[config.mk]
export PLATFORM = sky130hd
export DESIGN_NAME = int_to_str
export DESIGN_NICKNAME = d
export VERILOG_FILES = /design/src/rtl/int_to_str.sv
export SDC_FILE = /design/constraint.sdc
export NUM_CORES = 1
export LEC_CHECK = 0
export CORE_ASPECT_RATIO = 1.5
export CORE_UTILIZATION = 42
export CTS_CLUSTER_SIZE = 16
export DETAILED_ROUTE_END_ITERATION = 8
export GPL_TIMING_DRIVEN = 0
export PLACE_DENSITY = 0.7
export SYNTH_ARGS = -nofsm -noshare
export SYNTH_HDL_FRONTEND = slang
export SYNTH_SLANG_ARGS = --single-unit
[constraint.sdc]
create_clock -name clk -period 1.8 [get_ports clk]
set_clock_uncertainty 0.2 [all_clocks]
set_input_delay 0.27 -clock clk [delete_from_list [all_inputs] [get_ports clk]]
set_output_delay 0.27 -clock clk [all_outputs]
set_load 0.05 [all_outputs]
[src/rtl/int_to_str.sv]
// Sequential 40-bit binary to 12-digit ASCII decimal encoder (double-dabble, one bit per clock).
// Optional macro LEADING_BLANK_EN: leading zero digits are emitted as spaces instead of '0'.
module int_to_str (
    input  logic        clk,
    input  logic        reset,
    input  logic        start,
    input  logic [39:0] value,
    output logic        busy,
    output logic        done,
    output logic        ovf,
    output logic [95:0] buffer
);

    typedef enum logic [1:0] {
        IDLE = 2'd0,
        CONV = 2'd1,
        FMT  = 2'd2
    } state_t;

`ifdef LEADING_BLANK_EN
    localparam logic [95:0] RESET_BUF = {{11{8'h20}}, 8'h30};
`else
    localparam logic [95:0] RESET_BUF = {12{8'h30}};
`endif
    localparam logic [39:0] MAX_VALUE = 40'd999_999_999_999;

    state_t      state_q, state_d;
    logic [39:0] bin_q, bin_d;
    logic [47:0] bcd_q, bcd_d;
    logic [5:0]  cnt_q, cnt_d;
    logic        ovf_next_q, ovf_next_d;
    logic        ovf_q, ovf_d;
    logic [95:0] buffer_q, buffer_d;
    logic        done_q, done_d;

    logic [47:0] bcd_adj;
    logic [95:0] fmt_buf;
    logic [3:0]  digit;
    logic        seen_nz;

    // Shift-add-3 correction applied to every nibble before the shift.
    generate
        for (genvar gi = 0; gi < 12; gi++) begin : g_adj
            assign bcd_adj[gi*4 +: 4] = (bcd_q[gi*4 +: 4] >= 4'd5) ?
                                        bcd_q[gi*4 +: 4] + 4'd3 : bcd_q[gi*4 +: 4];
        end
    endgenerate

    always_comb begin
        fmt_buf = '0;
        digit   = '0;
        seen_nz = 1'b0;
        for (int i = 11; i >= 0; i--) begin
            digit = bcd_q[i*4 +: 4];
            if (digit != 4'd0) seen_nz = 1'b1;
            fmt_buf[i*8 +: 8] = {4'h3, digit};
`ifdef LEADING_BLANK_EN
            // The least significant digit always stays a numeral.
            if (!seen_nz && i != 0) fmt_buf[i*8 +: 8] = 8'h20;
`endif
        end
    end

    always_comb begin
        state_d    = state_q;
        bin_d      = bin_q;
        bcd_d      = bcd_q;
        cnt_d      = cnt_q;
        ovf_next_d = ovf_next_q;
        ovf_d      = ovf_q;
        buffer_d   = buffer_q;
        done_d     = 1'b0;
        case (state_q)
            IDLE: begin
                if (start) begin
                    bin_d      = value;
                    bcd_d      = '0;
                    cnt_d      = '0;
                    ovf_next_d = (value > MAX_VALUE);
                    state_d    = CONV;
                end
            end
            CONV: begin
                {bcd_d, bin_d} = {bcd_adj[46:0], bin_q, 1'b0};
                cnt_d          = cnt_q + 6'd1;
                if (cnt_q == 6'd39) state_d = FMT;
            end
            FMT: begin
                buffer_d = ovf_next_q ? {12{8'h39}} : fmt_buf;
                ovf_d    = ovf_next_q;
                done_d   = 1'b1;
                state_d  = IDLE;
            end
            default: state_d = IDLE;
        endcase
    end

    always_ff @(posedge clk) begin
        if (reset) begin
            state_q    <= IDLE;
            bin_q      <= '0;
            bcd_q      <= '0;
            cnt_q      <= '0;
            ovf_next_q <= 1'b0;
            ovf_q      <= 1'b0;
            buffer_q   <= RESET_BUF;
            done_q     <= 1'b0;
        end else begin
            state_q    <= state_d;
            bin_q      <= bin_d;
            bcd_q      <= bcd_d;
            cnt_q      <= cnt_d;
            ovf_next_q <= ovf_next_d;
            ovf_q      <= ovf_d;
            buffer_q   <= buffer_d;
            done_q     <= done_d;
        end
    end

    assign busy   = (state_q != IDLE);
    assign done   = done_q;
    assign ovf    = ovf_q;
    assign buffer = buffer_q;

endmodule

# Yosys cells after proc, flatten, opt, wreduce, memory -nomap -nowiden
# Index checks and enable logic that the tools add are counted.
dict set report totals {
  out_inout_bits 99
  word_cells 68
  regBits 195
}
dict set report classes {
  n_eq_ne 5
  magnitude_cmp 13
  mux 23
  n_reduce_logical 6
  addsub 13
}
# cell n
set op_table {}
lappend op_table {{$pmux W48 S2} 1}
lappend op_table {{$mux W92} 1}
lappend op_table {{$pmux W40 S2} 1}
lappend op_table {{$ge A4 B3 Y1 const B} 12}
lappend op_table {{$mux W48} 1}
lappend op_table {{$add A4 B2 Y4 const B} 11}
lappend op_table {{$mux W4} 11}
lappend op_table {{$gt A40 B40 Y1 const B} 1}
lappend op_table {{$mux W40} 1}
lappend op_table {{$pmux W6 S2} 1}
lappend op_table {{$add A6 B1 Y6 const B} 1}
lappend op_table {{$eq A6 B6 Y1 const B} 1}
lappend op_table {{$mux W6} 1}
lappend op_table {{$reduce_and A2 Y1} 3}
lappend op_table {{$mux W2} 2}
lappend op_table {{$ne A2 B2 Y1 const B} 2}
lappend op_table {{$pmux W2 S2} 1}
lappend op_table {{$reduce_bool A2 Y1} 2}
lappend op_table {{$add A3 B2 Y3 const B} 1}
lappend op_table {{$mux W3} 1}
lappend op_table {{$eq A2 B1 Y1 const B} 1}
lappend op_table {{$eq A2 B2 Y1 const B} 1}
lappend op_table {{$logic_not A2 Y1} 1}
lappend op_table {{$mux W1} 1}

# Depth between registers and ports, before layout
# Gate-level depths: netlist of the first run.
dict set report logic_depth {
  depth_word 3
  depth_mapped 7
}

# Least setup slack after synthesis of the first run
# Ideal clock, no wire load.
dict set report synth_timing {
  kind {input to register}
  from {input port value[15]}
  to {register ovf_next_q}
  path_slack_ps 6
  path_stages 5
  arrival_ps 1478
  n_path_buf 0
  path_cell_list {or4_4 nor3b_1 o211a_1 a21o_1 a41o_1}
}
dict set report synth_between {
  elab_chain_cells 1
}
# element line_no
set synth_rtl {}
lappend synth_rtl {{start, declared} 7} ;# input logic [39:0] value,
lappend synth_rtl {{$gt A40 B40 Y1} 79} ;# ovf_next_d = (value > MAX_VALUE);
lappend synth_rtl {{end signal, assigned} 113} ;# ovf_next_q <= ovf_next_d;
lappend synth_rtl {{end, declared} 31} ;# logic ovf_next_q, ovf_next_d;
# Every way passes these cells.
# A chain may end at the register's enable or synchronous reset.

# Final worst setup path of the first run
dict set report layout_timing {
  from {register buffer_q[1] (netlist: buffer[1])}
  to {output port buffer[1]}
}
# element line_no
set layout_lines {}
lappend layout_lines {{start, declared} 33} ;# logic [95:0] buffer_q, buffer_d;
lappend layout_lines {{start signal, assigned} 115} ;# buffer_q <= buffer_d;
lappend layout_lines {{end, declared} 11} ;# output logic [95:0] buffer
# No word-level cell between the ends.

==> results.toml, run 1 <==
[setup_path]
worst-path-buf-inv = 1
critPathLaunchType = "flip-flop"
critPathTopFamily = "buffers and inverters"
cp_max_fo = 2
cpMaxStageDelayCell = "clkdlybuf4s15_1"
worst-setup-path-type = "reg2out"
cp_cell_sequence = "clkdlybuf4s15_1"
critPathArrivalTime_ns = 1.30
max_stage_delay_ns = 0.51
crit_path_end_kind = "primary output"
crit_required_ns = 1.33

[power]
p_clk_share_pct = 46.3
seqPwrFrac_pct = 41.5
leakagePower_nw = 3.90
p_total_mw = 8.22
p_comb_share_pct = 12.3
switchingPower_mw = 2.07
ir_drop_mv = 0.609
swShare_pct = 25.2
power_density_nw_per_um2 = 886
intPower_mw = 6.15

[route]
postRouteAntennaNets = 0
route.detailed.drc = 0
firstDrtPassIters = 7
wirelength_um = 19100
wl_per_cell_um = 14.9
drt_iter0_drc = 341
via_count = 6686
avgViaCountPerCell = 5.21

[timing]
rsz0062_at_grt = "yes"
timing.fmax_mhz = 565
period_needed_ns = 1.77
setup_viol = 0
finalHoldViolCount = 1
setup_slack_ns = 0.0292
setup_tns_ns = 0
whs_ns = -0.00820
drv_slew = 0
worstMarginPinSlew_ns = 0.619
fin_crit_sh_pct = 98.4
maxSlewHeadroom_pct = 58.7

[clock_tree]
cts_max_path_buffers = 2
cts-root-buf = "clkbuf_16"
clock-sinks = 147
cts_tree = "yes"
numCtsBuffers = 17
clk_latency_ns = 0.42
h-tree-depth = 4
clk_pin_slew_ns = 0.06

[placement]
place_hpwl_um = 13700
gp_congestion = 0.865
place_ws_ns = -0.776
port_buffers = 92

[yosys]
synth-seq-cells = 147
synth_area_sq_um = 7100
synth_top_area_share_pct = 41.5
yosys.cell_count.top_type = "dfxtp_1"
synth-seq-area-share_pct = 41.5
yosys-top-cells-area = "dfxtp_1 41%, nor2_1 7.7%, nor3_1 7.0%, buf_4 5.1%, a21oi_1 5.0%"
synthCells = 907
synth_top_area_cell = "dfxtp_1"
synthTopCellsByCount = "147 x dfxtp_1, 146 x nor2_1, 99 x nor3_1"
synth-edff-count = 0
synth_top_flop_cell = "dfxtp_1"
yosys_warnings = 0
synthDistinctLibCells = 50
syn_area_per_cell_sq_um = 7.83
async_flop_share_pct = 0

[global_route]
grt_first_pass_wirelength_um = 30800
overflow = 0
grt_max_degree = 17
grt_antenna_before_repair = 0
grt_pass1_vias = 6472
track_usage_pct = 22.5

[die]
core_sq_um = 16300
die_area_sq_um = 17400
die_h_um = 161
io_pins = 142
rows = 57
start_util_pct = 43.5
die_w_um = 108

[run_status]
failed_checks = "negative hold slack"
outcome = "finished with violations"

[final_layout]
area_delta_synth_final_pct = 30.6
nNetsFinal = 1133
diodes = 0
fin_util_pct = 56.8
drive_gt1_share_pct = 14.9

[min_path]
min-delay-path-class = "in2reg"

[flow_run]
max_cap_violations = 0
-- placed cells by master (no fill, tap or decap), drive strengths merged, types with 2 or more instances in the layout --
cell,Yosys,routed
a211oi,2,2
a21oi,71,71
a31oi,12,12
a32oi,11,11
and2,11,11
and3,2,2
buf,62,70
bufinv,0,4
clkbuf,47,62
clkdlybuf4s15,0,7
clkdlybuf4s50,0,30
clkinv,0,4
conb,2,48
dfxtp,147,147
dlygate4sd2,0,46
dlymetal6s2s,1,9
ha,25,25
inv,27,27
nand2,46,46
nand2b,14,14
nand3,30,30
nand3b,14,14
nand4,4,4
nor2,146,146
nor2b,2,2
nor3,99,99
nor4,2,2
o21ai,64,64
o31ai,11,11
or3,13,13
xnor2,12,12
xor2,11,11
-- logic make-up (layout without fill, tap and decap cells) --
logic type / Yosys count / count (layout) / synth area share, %
adder cells (fa/ha/maj): 25 / 25 / 4.41
flip-flops: 147 / 147 / 41.5
buffers and inverters: 137 / 261 / 10.2
multiplexers: 2 / 2 / 0.300
other: 2 / 48 / 0.106
AND/OR/NAND/NOR: 392 / 392 / 26.5
XOR/XNOR: 23 / 23 / 2.84
AO/OA/AOI/OAI: 179 / 179 / 14.3
-- sequential cells by signal (all words and copies together), names as in the netlist --
register,count
cnt_q,6
ovf,1
ovf_next_q,1
state_q,2
bin_q,40
buffer,48
done,1
bcd_q,48
-- worst min-delay path: cells and delay by family --
kind                   cells  cell delay (ns)
buffers and inverters      1             0.13
AND/OR/NAND/NOR            2             0.17
-- path summary, 6_finish.rpt --
check / endpoint / start / depth (start not counted) / slack (ns)
hold reg to reg: buffer[41] / buffer[41] / 2 / 0.25
setup reg to reg: bcd_q[40] / state_q[1] / 5 / 0.06
setup / recovery: buffer[1] / buffer[1] / 1 / 0.03
hold / removal: bin_q[15] / value[15] / 3 / -0.008
-- metal layers --
| layer | vias to the layer above | wire length (um) | global-route usage (%) |
|---|---|---|---|
| met4 | 0 | 518 | 10.4 |
| met3 | 47 | 1160 | 3.67 |
| met2 | 231 | 9740 | 40.9 |
| li1 | 3326 | - | - |
| met5 | - | 0 | 0 |
| met1 | 3082 | 7690 | 25.2 |
-- power groups by stage --
stage | registers, mW | clock network (mW) | logic, mW
floorplan | 3.46 | 0 | 0.684
global placement | 3.47 | 0 | 0.951
detailed placement | 3.47 | 0 | 0.955
CTS | 3.40 | 3.83 | 0.989
global route | 3.42 | 3.97 | 1.09
finish | 3.41 | 3.80 | 1.01
-- final cells by class --
cell class	count	area, sq um
fill	1575	7060
multi-input combinational	669	3720
tap	206	258
clock buffer	22	484
inverter	27	101
buffer	106	683
clock inverter	9	151
timing repair buffer	97	921
sequential	147	2950
-- per-stage QoR --
stage,std cells,hold WS (ns),cell area [sq um]
finish,1283,-0.00820,9270
global route,1283,0.0259,9270
CTS,1283,0.108,9130
detailed placement,1251,0.244,8450
global placement,1251,0.238,8450
floorplan,953,0.206,7270
-- what timing repair did --
action,in CTS,in global routing
endpoints found under the setup margin,196,129
resized for setup,102,67
cloned,0,0
setup buffers,3,1
pin swaps,3,11
hold buffers,0,1
endpoints found under the hold margin,0,1
No activity file was read; power rests on OpenSTA's default activity.
==> run 2: changes to the inputs <==
--- a/config.mk
+++ b/config.mk
@@ -5,12 +5,12 @@
 export SDC_FILE = /design/constraint.sdc
 export NUM_CORES = 1
 export LEC_CHECK = 0
-export CORE_ASPECT_RATIO = 1.5
 export CORE_UTILIZATION = 42
 export CTS_CLUSTER_SIZE = 16
 export DETAILED_ROUTE_END_ITERATION = 8
 export GPL_TIMING_DRIVEN = 0
 export PLACE_DENSITY = 0.7
+export SKIP_CTS_REPAIR_TIMING = 1
 export SYNTH_ARGS = -nofsm -noshare
 export SYNTH_HDL_FRONTEND = slang
 export SYNTH_SLANG_ARGS = --single-unit
==> run 2 against run 1 <==
  * The run now ends clean
  * Count of clock-buffer cells in the layout is the same
  * Sequential share of layout area down 0.67 points
  * Die area hardly changed
  * Worst hold slack improved by 0.0082 ns
  * Final area up 2.1%
  * Wire length shrank 0.76%
  * Total power is 0.28% higher
  * Global-route usage down 0.82 points
  * Combinational power about the same
  * Sequential power about the same
  * Flip-flop and latch count unchanged
  * Clock power grew 1%
==> results.toml, run 2 (synthesized netlist as in run 1, its figures left out) <==
[clock_tree]
cts_tree = "yes"
cts-root-buf = "clkbuf_16"
cts_max_path_buffers = 2
clock-sinks = 147
numCtsBuffers = 17
h-tree-depth = 4
clk_pin_slew_ns = 0.06
clk_latency_ns = 0.42

[route]
postRouteAntennaNets = 0
firstDrtPassIters = 5
wirelength_um = 19000
drt_iter0_drc = 521
route.detailed.drc = 0
via_count = 6645
avgViaCountPerCell = 5.12
wl_per_cell_um = 14.6

[global_route]
grt_first_pass_wirelength_um = 30000
grt_pass1_vias = 5931
grt_max_degree = 17
overflow = 0
track_usage_pct = 21.7
grt_antenna_before_repair = 0

[setup_path]
worst-setup-path-type = "in2reg"
critPathLaunchType = "input pin"
cp_max_fo = 3
r2r_start = "bcd_q[32]"
reg2reg_depth = 7
critPathArrivalTime_ns = 1.89
r2r-end = "bcd_q[34]"
reg2reg_slack_ns = 0.05
crit_path_end_kind = "flip-flop"
crit_required_ns = 1.91

[placement]
place_hpwl_um = 13300
port_buffers = 92
placed_cell_area_sq_um = 8470
gp_congestion = 0.873

[min_path]
hold_path_depth = 3
min-delay-path-class = "in2reg"
min_to = "bin_q[25]"
min_from = "value[25]"

[die]
core_sq_um = 16500
start_util_pct = 43.0
die_h_um = 132
rows = 47
die_area_sq_um = 17400
io_pins = 142
die_w_um = 132

[power]
p_comb_share_pct = 12.1
switchingPower_mw = 2.06
power_density_nw_per_um2 = 870
p_total_mw = 8.24
intPower_mw = 6.18
seqPwrFrac_pct = 41.3
leakagePower_nw = 4.62
ir_drop_mv = 0.705
p_clk_share_pct = 46.6
swShare_pct = 25.0

[final_layout]
nNetsFinal = 1134
area_delta_synth_final_pct = 33.4
drive_gt1_share_pct = 14.7
mostFrequentLayoutCell = "nor2_1"
diodes = 0
fillers = 1524
stdcell_area_sq_um = 9470
final_cell_mix = "145 x nor2_1, 139 x dfxtp_1, 99 x nor3_1, 63 x o21ai_0, 61 x dlymetal6s2s_1"

[timing]
drv_slew = 0
finalHoldViolCount = 0
setup_viol = 0
setup_tns_ns = 0
maxSlewHeadroom_pct = 58.6
rsz0062_at_grt = "yes"
timing.fmax_mhz = 563
fin_crit_sh_pct = 98.7
period_needed_ns = 1.78
worstMarginPinSlew_ns = 0.621

[run_status]
outcome = "complete, no violations"

[flow_run]
max_cap_violations = 0
[run 2: cell types whose count changed in the layout (fill, tap and decap cells not counted), moves of 2 or more]
cell / before / now
buf_2: 14 / 6
buf_6: 0 / 2
clkbuf_1: 17 / 19
clkbuf_4: 5 / 9
dlygate4sd2_1: 46 / 0
dlymetal6s2s_1: 9 / 61
clkdlybuf4s15_1: 7 / 0
clkbuf_2: 17 / 21
[run 2: layout make-up]
cell class	count	area (sq um)	area share, %
multi-input combinational	669	3710	39.2
sequential	147	2950	31.2
timing repair buffer	96	1100	11.7
buffer	108	678	7.16
clock buffer	22	494	5.22
tap	220	275	2.91
clock inverter	9	150	1.59
inverter	27	101	1.07
[run 2: through the flow]
step	worst slack (ns)	util [%]	std cells	hold slack [ns]
after floorplan	0.00588	-	953	0.206
after global placement	-0.860	51.2	1265	0.241
after detailed placement	-0.863	51.2	1265	0.245
after CTS	-0.489	55.1	1296	0.248
after global routing	-0.0444	57.3	1298	0.00527
final	0.0237	57.3	1298	0.0000508
[run 2: worst max path at each step]
stage	startpoint	endpoint	slack, ns
final	value[32]	ovf_next_q	0.02
after global routing	state_q[1]	bcd_q[23]	-0.04
after CTS	state_q[1]	bcd_q[35]	-0.49
after detailed placement	start	bcd_q[35]	-0.86
after global placement	start	bcd_q[39]	-0.86
after floorplan	value[15]	ovf_next_q	0.006
[run 2: metal layers]
metal / GRT usage [%] / share of wire (%) / up-vias
met4: 7.36 / 1.8 / 0
met1: 28.8 / 46 / 3078
li1: - / - / 3322
met2: 34.7 / 46 / 216
met5: 0 / 0 / -
met3: 5.04 / 6.1 / 29
[run 2: power groups by stage]
stage          logic, mW  clock network (mW)  registers [mW]
2_1_floorplan      0.684                   0            3.46
3_3_place_gp       0.946                   0            3.47
3_5_place_dp       0.953                   0            3.47
4_1_cts            0.957                3.88            3.40
5_1_grt             1.08                4.04            3.41
6_report           0.997                3.84            3.40
[run 2: worst max-delay path: stages]
cell,delay [ns]
clkdlybuf4s50_1,0.42
or3_4,0.41
a211o_2,0.35
a21o_1,0.20
a41o_1,0.24
==> run 3: changes to the inputs <==
--- a/config.mk
+++ b/config.mk
@@ -5,6 +5,7 @@
 export SDC_FILE = /design/constraint.sdc
 export NUM_CORES = 1
 export LEC_CHECK = 0
+export ABC_CLOCK_PERIOD_IN_PS = 1800
 export CORE_UTILIZATION = 42
 export CTS_CLUSTER_SIZE = 16
 export DETAILED_ROUTE_END_ITERATION = 8
==> results of run 3 <==
No change in the layout: final DEF, timing and power equal those of run 2.
